`config.mk`:
```
export PLATFORM = sky130hd
export DESIGN_NAME = instr_fetch_stage
export DESIGN_NICKNAME = d
export VERILOG_FILES = /design/src/rtl/instr_fetch_stage.sv
export SDC_FILE = /design/constraint.sdc
export NUM_CORES = 1
export LEC_CHECK = 0
export BUFFER_PORTS_ARGS = -buffer_cell sky130_fd_sc_hd__clkbuf_2
export CORE_MARGIN = 2
export CORE_UTILIZATION = 49
export CTS_CLUSTER_SIZE = 12
export DETAILED_ROUTE_END_ITERATION = 6
export GPL_ROUTABILITY_DRIVEN = 1
export PLACE_DENSITY = 0.88
export SLEW_MARGIN = 10
export SYNTH_ARGS = -nofsm -noshare
export SYNTH_HDL_FRONTEND = slang
export SYNTH_SLANG_ARGS = --single-unit
```
`constraint.sdc`:
```
create_clock -name CLK -period 4.6 [get_ports CLK]
set_clock_uncertainty 0.05 [all_clocks]
set_input_delay 0.69 -clock CLK [delete_from_list [all_inputs] [get_ports CLK]]
set_output_delay 0.69 -clock CLK [all_outputs]
set_load 0.05 [all_outputs]
```
`src/rtl/instr_fetch_stage.sv`:
```
// Instruction fetch stage: owns the PC, drives the instruction memory address and
// fills the IF/ID pipeline register with redirect > flush > stall > halted > normal priority.
module instr_fetch_stage #(
   parameter logic [31:0] RESET_PC  = 32'h0000_0000,
   parameter logic [31:0] HALT_WORD = 32'hFFFF_FFFF,
   parameter int unsigned N_INSTR   = 512
) (
   input  logic        CLK,
   input  logic        RST,
   input  logic        stall,
   input  logic        flush,
   input  logic        redirect,
   input  logic [31:0] redirect_pc,
   output logic [31:0] imem_addr,
   input  logic [31:0] imem_inst,
   output logic [31:0] ifid_inst,
   output logic [31:0] ifid_pc4,
   output logic        ifid_valid,
   output logic        halted,
   output logic [31:0] fetch_count
);

   typedef enum logic [2:0] {
      CASE_REDIRECT,
      CASE_FLUSH,
      CASE_STALL,
      CASE_HALTED,
      CASE_HALT,
      CASE_FETCH
   } fetch_case_e;

   logic [31:0] pc_q,          pc_d;
   logic [31:0] ifid_inst_q,   ifid_inst_d;
   logic [31:0] ifid_pc4_q,    ifid_pc4_d;
   logic        ifid_valid_q,  ifid_valid_d;
   logic        halted_q,      halted_d;
   logic [31:0] fetch_count_q, fetch_count_d;

   fetch_case_e fetch_case;
   logic        halt_cond;
   logic [31:0] pc_plus4;

   assign pc_plus4  = pc_q + 32'd4;
   // End of memory is judged on the word index so N_INSTR stays in words.
   assign halt_cond = (imem_inst == HALT_WORD) || ({2'b00, pc_q[31:2]} >= 32'(N_INSTR));

   always_comb begin
      if (redirect)          fetch_case = CASE_REDIRECT;
      else if (flush)        fetch_case = CASE_FLUSH;
      else if (stall)        fetch_case = CASE_STALL;
      else if (halted_q)     fetch_case = CASE_HALTED;
      else if (halt_cond)    fetch_case = CASE_HALT;
      else                   fetch_case = CASE_FETCH;
   end

   always_comb begin
      // NOTE: every next-state signal defaults to its register so no path infers a latch.
      pc_d          = pc_q;
      ifid_inst_d   = ifid_inst_q;
      ifid_pc4_d    = ifid_pc4_q;
      ifid_valid_d  = ifid_valid_q;
      halted_d      = halted_q;
      fetch_count_d = fetch_count_q;

      case (fetch_case)
         CASE_REDIRECT: begin
            pc_d         = {redirect_pc[31:2], 2'b00};
            ifid_inst_d  = 32'h0;
            ifid_pc4_d   = 32'h0;
            ifid_valid_d = 1'b0;
            halted_d     = 1'b0;
         end
         CASE_FLUSH, CASE_HALTED: begin
            ifid_inst_d  = 32'h0;
            ifid_pc4_d   = 32'h0;
            ifid_valid_d = 1'b0;
         end
         CASE_STALL: ;
         CASE_HALT: begin
            ifid_inst_d  = 32'h0;
            ifid_pc4_d   = 32'h0;
            ifid_valid_d = 1'b0;
            halted_d     = 1'b1;
         end
         CASE_FETCH: begin
            ifid_inst_d   = imem_inst;
            ifid_pc4_d    = pc_plus4;
            ifid_valid_d  = 1'b1;
            pc_d          = pc_plus4;
            fetch_count_d = fetch_count_q + 32'd1;
         end
         default: ;
      endcase
   end

   always_ff @(posedge CLK or posedge RST) begin
      if (RST) begin
         pc_q          <= RESET_PC;
         ifid_inst_q   <= 32'h0;
         ifid_pc4_q    <= 32'h0;
         ifid_valid_q  <= 1'b0;
         halted_q      <= 1'b0;
         fetch_count_q <= 32'h0;
      end else begin
         // NOTE: non-blocking updates so every register samples pre-edge values.
         pc_q          <= pc_d;
         ifid_inst_q   <= ifid_inst_d;
         ifid_pc4_q    <= ifid_pc4_d;
         ifid_valid_q  <= ifid_valid_d;
         halted_q      <= halted_d;
         fetch_count_q <= fetch_count_d;
      end
   end

   assign imem_addr   = pc_q;
   assign ifid_inst   = ifid_inst_q;
   assign ifid_pc4    = ifid_pc4_q;
   assign ifid_valid  = ifid_valid_q;
   assign halted      = halted_q;
   assign fetch_count = fetch_count_q;

endmodule

```
* After elaboration in Yosys (flattened, before gate mapping)
Cells that the tools add are included.
** Cells by class
- Eq/ne operators :: 5
- Add/sub/neg operators :: 2
- Magnitude comparators :: 1
- Reduce and logical (&&, ||, !) cells :: 6
- Multiplexer cells :: 10
** Operators by type and width (count)
- one-hot mux 32 bit (2 select lines) :: 3
- adder 32 x 1 -> 32 bit (second input constant) :: 1
- adder 32 x 3 -> 32 bit (second input constant) :: 1
- equality test 32 bit (second input constant) :: 1
- greater-or-equal comparator 30 x 10 -> 1 bit (second input constant) :: 1
- two-way mux 3 bit :: 4
- equality test 3 bit (second input constant) :: 2
- nonzero test 2 bit :: 3
- one-hot mux 1 bit (2 select lines) :: 2
- OR reduction 4 bit :: 1
- equality test 3 x 1 -> 1 bit (second input constant) :: 1
- equality test 3 x 2 -> 1 bit (second input constant) :: 1
- logical NOT 3 bit :: 1
- logical OR 1 bit :: 1
- two-way mux 1 bit :: 1
** Word-level totals
- Register bits after elaboration :: 130
- Output and inout bits :: 130
- Bits of input ports :: 69

* Longest topological paths before layout
- Word-level depth :: 10
- Mapped depth :: 7
- Mapped depth without buffers :: 6

* Worst setup path after synthesis
No wires, ideal clock.
- Path type :: input to register
- From :: in redirect
- To :: reg fetch_count_q[17], in the netlist fetch_count[17]
- Stages on the path :: 7
- Path buffers :: 3
- Path slack :: 2.237 ns
- Setup time :: 0.142 ns
- Data required time :: 4.408 ns
- Data arrival time :: 2.171 ns
- Path through :: buf_2 or4_4 a2111oi_4 buf_6 buf_6 nand4_1 xnor2_1
** On the way
- Word-level cells in the longest chain between the ends :: 2
** RTL lines
- start: declaration :: RTL line 12 : input logic redirect,
- two-way mux 3 bit :: RTL line 48 : if (redirect) fetch_case = CASE_REDIRECT;
- equality test 3 bit :: RTL line 65 : case (fetch_case)
- end signal: assignment :: RTL line 111 : fetch_count_q <= fetch_count_d;
- end: declaration :: RTL line 37 : logic [31:0] fetch_count_q, fetch_count_d;
No other way between the ends.
A chain may end at the register's enable or synchronous reset.

* Final worst setup path
- From :: reg pc_q[11], in the netlist imem_addr[11]
- To :: reg pc_q[7], in the netlist imem_addr[7]
** On the way
- Word-level cells in the longest chain between the ends :: 9
- Elaborated cells on any way between the ends :: 11
- Those cells by class :: order compare (1); eq/ne (1); mux (6); reduce/logical (3)
** RTL lines
- start: declaration :: RTL line 32 : logic [31:0] pc_q, pc_d;
- start signal: assignment :: RTL line 106 : pc_q <= pc_d;
- greater-or-equal comparator 30 x 10 -> 1 bit (*) :: RTL line 45 : assign halt_cond = (imem_inst == HALT_WORD) || ({2'b00, pc_q[31:2]} >= 32'(N_INSTR));
- logical OR 1 bit (*) :: RTL line 45
- two-way mux 1 bit (*) :: RTL line 52 : else if (halt_cond) fetch_case = CASE_HALT;
- two-way mux 3 bit (*) :: RTL line 51 : else if (halted_q) fetch_case = CASE_HALTED;
- two-way mux 3 bit (*) :: RTL line 50 : else if (stall) fetch_case = CASE_STALL;
- two-way mux 3 bit (*) :: RTL line 49 : else if (flush) fetch_case = CASE_FLUSH;
- two-way mux 3 bit (*) :: RTL line 48
- equality test 3 bit or logical NOT 3 bit (tied branches) :: RTL line 65
- one-hot mux 32 bit (2 select lines) or nonzero test 2 bit (tied branches)
Every way passes the cells marked *; elsewhere a longest branch is shown, timed or not.

==> results.tsv <==
metric	value	unit
Netlist cell types	40	
WP data required	4.95	ns
worst slack, placed	1.60	ns
Vias	4266	
synth-to-layout area growth	31.6	%
crit path max-delay cell type	buf_4	
Mapped Area	0.00531	mm²
Mapped Cells	432	
DIE WIDTH	108	µm
Pins Over Slew Limit	0	
R2R depth	6	
Final Hold Vio Count	0	
Synth Warn #	0	
Iteration-0 DRC Markers	335	
Final Worst Setup Slack	1.91	ns
clock tree from TritonCTS	built	
Inst Count DP	745	
leading area contributor after synthesis	dfrtp_1	
Startpoint Class	flop	
Clock Pin Slew Worst Setup and Hold Paths	0.06	ns
post-synthesis async set-or-reset flop share	100	%
DR vias/cell	5.50	
Core Footprint	0.0107	mm²
design area	0.00699	mm²
Worst EP arrival	3.04	ns
final non-filler cell total	776	
R2R Path End	imem_addr[7]	
status	finished, final reports clean	
global-route usage over all layers	22.5	%
Worst setup EP type	flop	
gr ovfl total	0	
worst-margin pin slew	1.03	ns
ANT cells	0	
Most used DFF post-synth	dfrtp_1	
Fin Hold WS	0.261	ns
XOR/XNOR share of the synthesized area	6.43	%
ANT nets after route	0	
DRC	0	
adder-cell area share of the yosys netlist	0.707	%
most numerous cell in the Yosys netlist	dfrtp_1	
Final TNS setup	0	ns
clk_lat worst skew	0.51	ns
vias in the first global route	4013	
num rows	38	
worst-path fanout max	44	
sequential area share after synthesis	59.9	%
most frequent cells after synthesis	dfrtp_1, xnor2_1, a22o_1, nand2_1, nand4_1	
layout cell share with drive strength beyond 1	40.9	%
reg2reg setup slack	1.91	ns
Synth area leaders	dfrtp_1, xnor2_1, a22o_1	
Max-slew headroom	31.0	%
CTS hold repair buffers	0	
Synth Area in Simple Gates	15.2	%
final cell utilization of the core	65.3	%
Final Setup Violations	0	
CP peak stage delay	0.45	ns
largest net degree at the start of global routing	64	
syn_area_per_cell	12.3	µm²
CTS Buf Count	17	
Crit path max-delay family	simple AND/OR/NAND/NOR gates	
Synth top area share	59.9	%
Die H	108	µm
initial antenna violation count	0	
H-Tree Depth	4	
Detailed Routing Iterations Pass 1	5	
main combinational cell family by area after synthesis	simple AND/OR/NAND/NOR gates	
first-pass GRT wire length	20100	µm
setup bufs post-CTS	0	
I/O Pins	199	
final WL	13100	µm
post-synthesis mux area share	5.82	%
Port-buffer cells	194	
WL/cell	16.8	µm
RSZ-0062 raised after global routing	no	
PostCTS Resize Cnt	0	
EDFF count, synth	0	
Compound-Gate Fraction of Synth Area	8.58	%
max frequency	372	MHz
flops & latches, synth	127	
Max rail drop VDD	0.240	mV
final period utilization	58.5	%
post-DP HPWL	9300	µm
MaxCap Viol Count	0	
Worst Hold Class	in -> async	
Power per Cell Area	402	mW/mm²
Clock Sinks	127	
CP Cell Sequence	nor4_1 > nand4_1 > a2111oi_4 > buf_4 > mux2_2 > o21a_1	
Tmin final	2.69	ns
GPL Wtd Cong	0.831	
Post-layout nets	696	
total power	2.81	mW
Max Root-Sink Buffers	2	
worst path buffer plus inverter count	1	
CTS Root Cell	clkbuf_8	
Placed Area	0.00638	mm²
initial core utilization	49.6	%
LEAKAGE	3.59	nW
reg2reg start	imem_addr[11]	
Die ar.	0.0117	mm²
Setup CP Type	reg -> reg	
==> per-layer routing <==
| metal | up-vias | wire length [µm] | GRT usage, % | part of all wire [%] |
|---|---|---|---|---|
| met5 | - | 0 | 0 | 0 |
| met4 | 0 | 415 | 11.6 | 3.2 |
| met3 | 38 | 695 | 4.94 | 5.3 |
| met2 | 181 | 6420 | 36.3 | 49 |
| met1 | 2107 | 5530 | 28.6 | 42 |
| li1 | 1940 | - | - | - |
==> layout by cell type, fill, tap and decap left out, types with 3 or more instances in the layout <==
cell,instances
bufinv_16,4
clkinvlp_4,3
o21ai_0,12
xor2_1,6
dfrtp_1,127
clkbuf_2,194
and2_1,23
ha_1,3
nor4_1,6
inv_1,7
nor3_1,9
nand4_1,26
buf_4,5
mux2_2,23
xnor2_1,33
mux2i_1,5
nand3_1,16
nor2_1,6
nand2_1,30
a22o_1,32
clkbuf_8,3
and3_1,17
clkbuf_16,16
==> worst max path at each step <==
stage,from,endpoint,slack [ns],depth (start not counted)
after floorplan,RST,fetch_count[0],0.48,1
after global placement,imem_inst[3],fetch_count[1],1.61,5
after detailed placement,imem_inst[3],fetch_count[1],1.60,5
after CTS,imem_addr[11],imem_addr[7],1.93,6
after global routing,imem_addr[11],imem_addr[7],1.85,6
final,imem_addr[11],imem_addr[7],1.91,6
==> kinds of logic after synthesis <==
kind of cell	count (synthesis)
buffers and inverters	36
adders and majority gates	3
and+or+nand+nor	142
AOI/OAI and AO/OA	56
other	1
DFF	127
muxes	28
xor gates and xnor gates	39
==> state kept, by name, summed over array words and instances (netlist names) <==
register	flops
ifid_pc4	31
imem_addr	30
fetch_count	32
ifid_inst	32
ifid_valid	1
halted	1
==> power breakdown <==
group          internal, mW  switching [mW]  total, mW  leakage, nW
Clock                 0.904           0.466       1.37        0.290
Combinational        0.0760           0.185      0.261         1.60
Sequential             1.15          0.0303       1.18         1.70
Total                  2.13           0.680       2.81         3.59
==> worst reg2reg max path, delay by kind of cell (launching register included) <==
family	cells	cell delay (ns)
AOI/OAI and AO/OA	2	0.59
buffers and inverters	1	0.45
DFF	1	0.42
muxes	1	0.41
and+or+nand+nor	2	0.66
==> cell type report <==
class | count | area, µm²
fillers | 813 | 3710
flip-flops and latches | 127 | 3180
multi-input cells | 270 | 1960
repair buffers | 200 | 1030
clock buffers | 21 | 449
well taps | 140 | 175
clock inverters | 10 | 161
inverters | 8 | 32.5
Power figures use the tool's default switching activity.
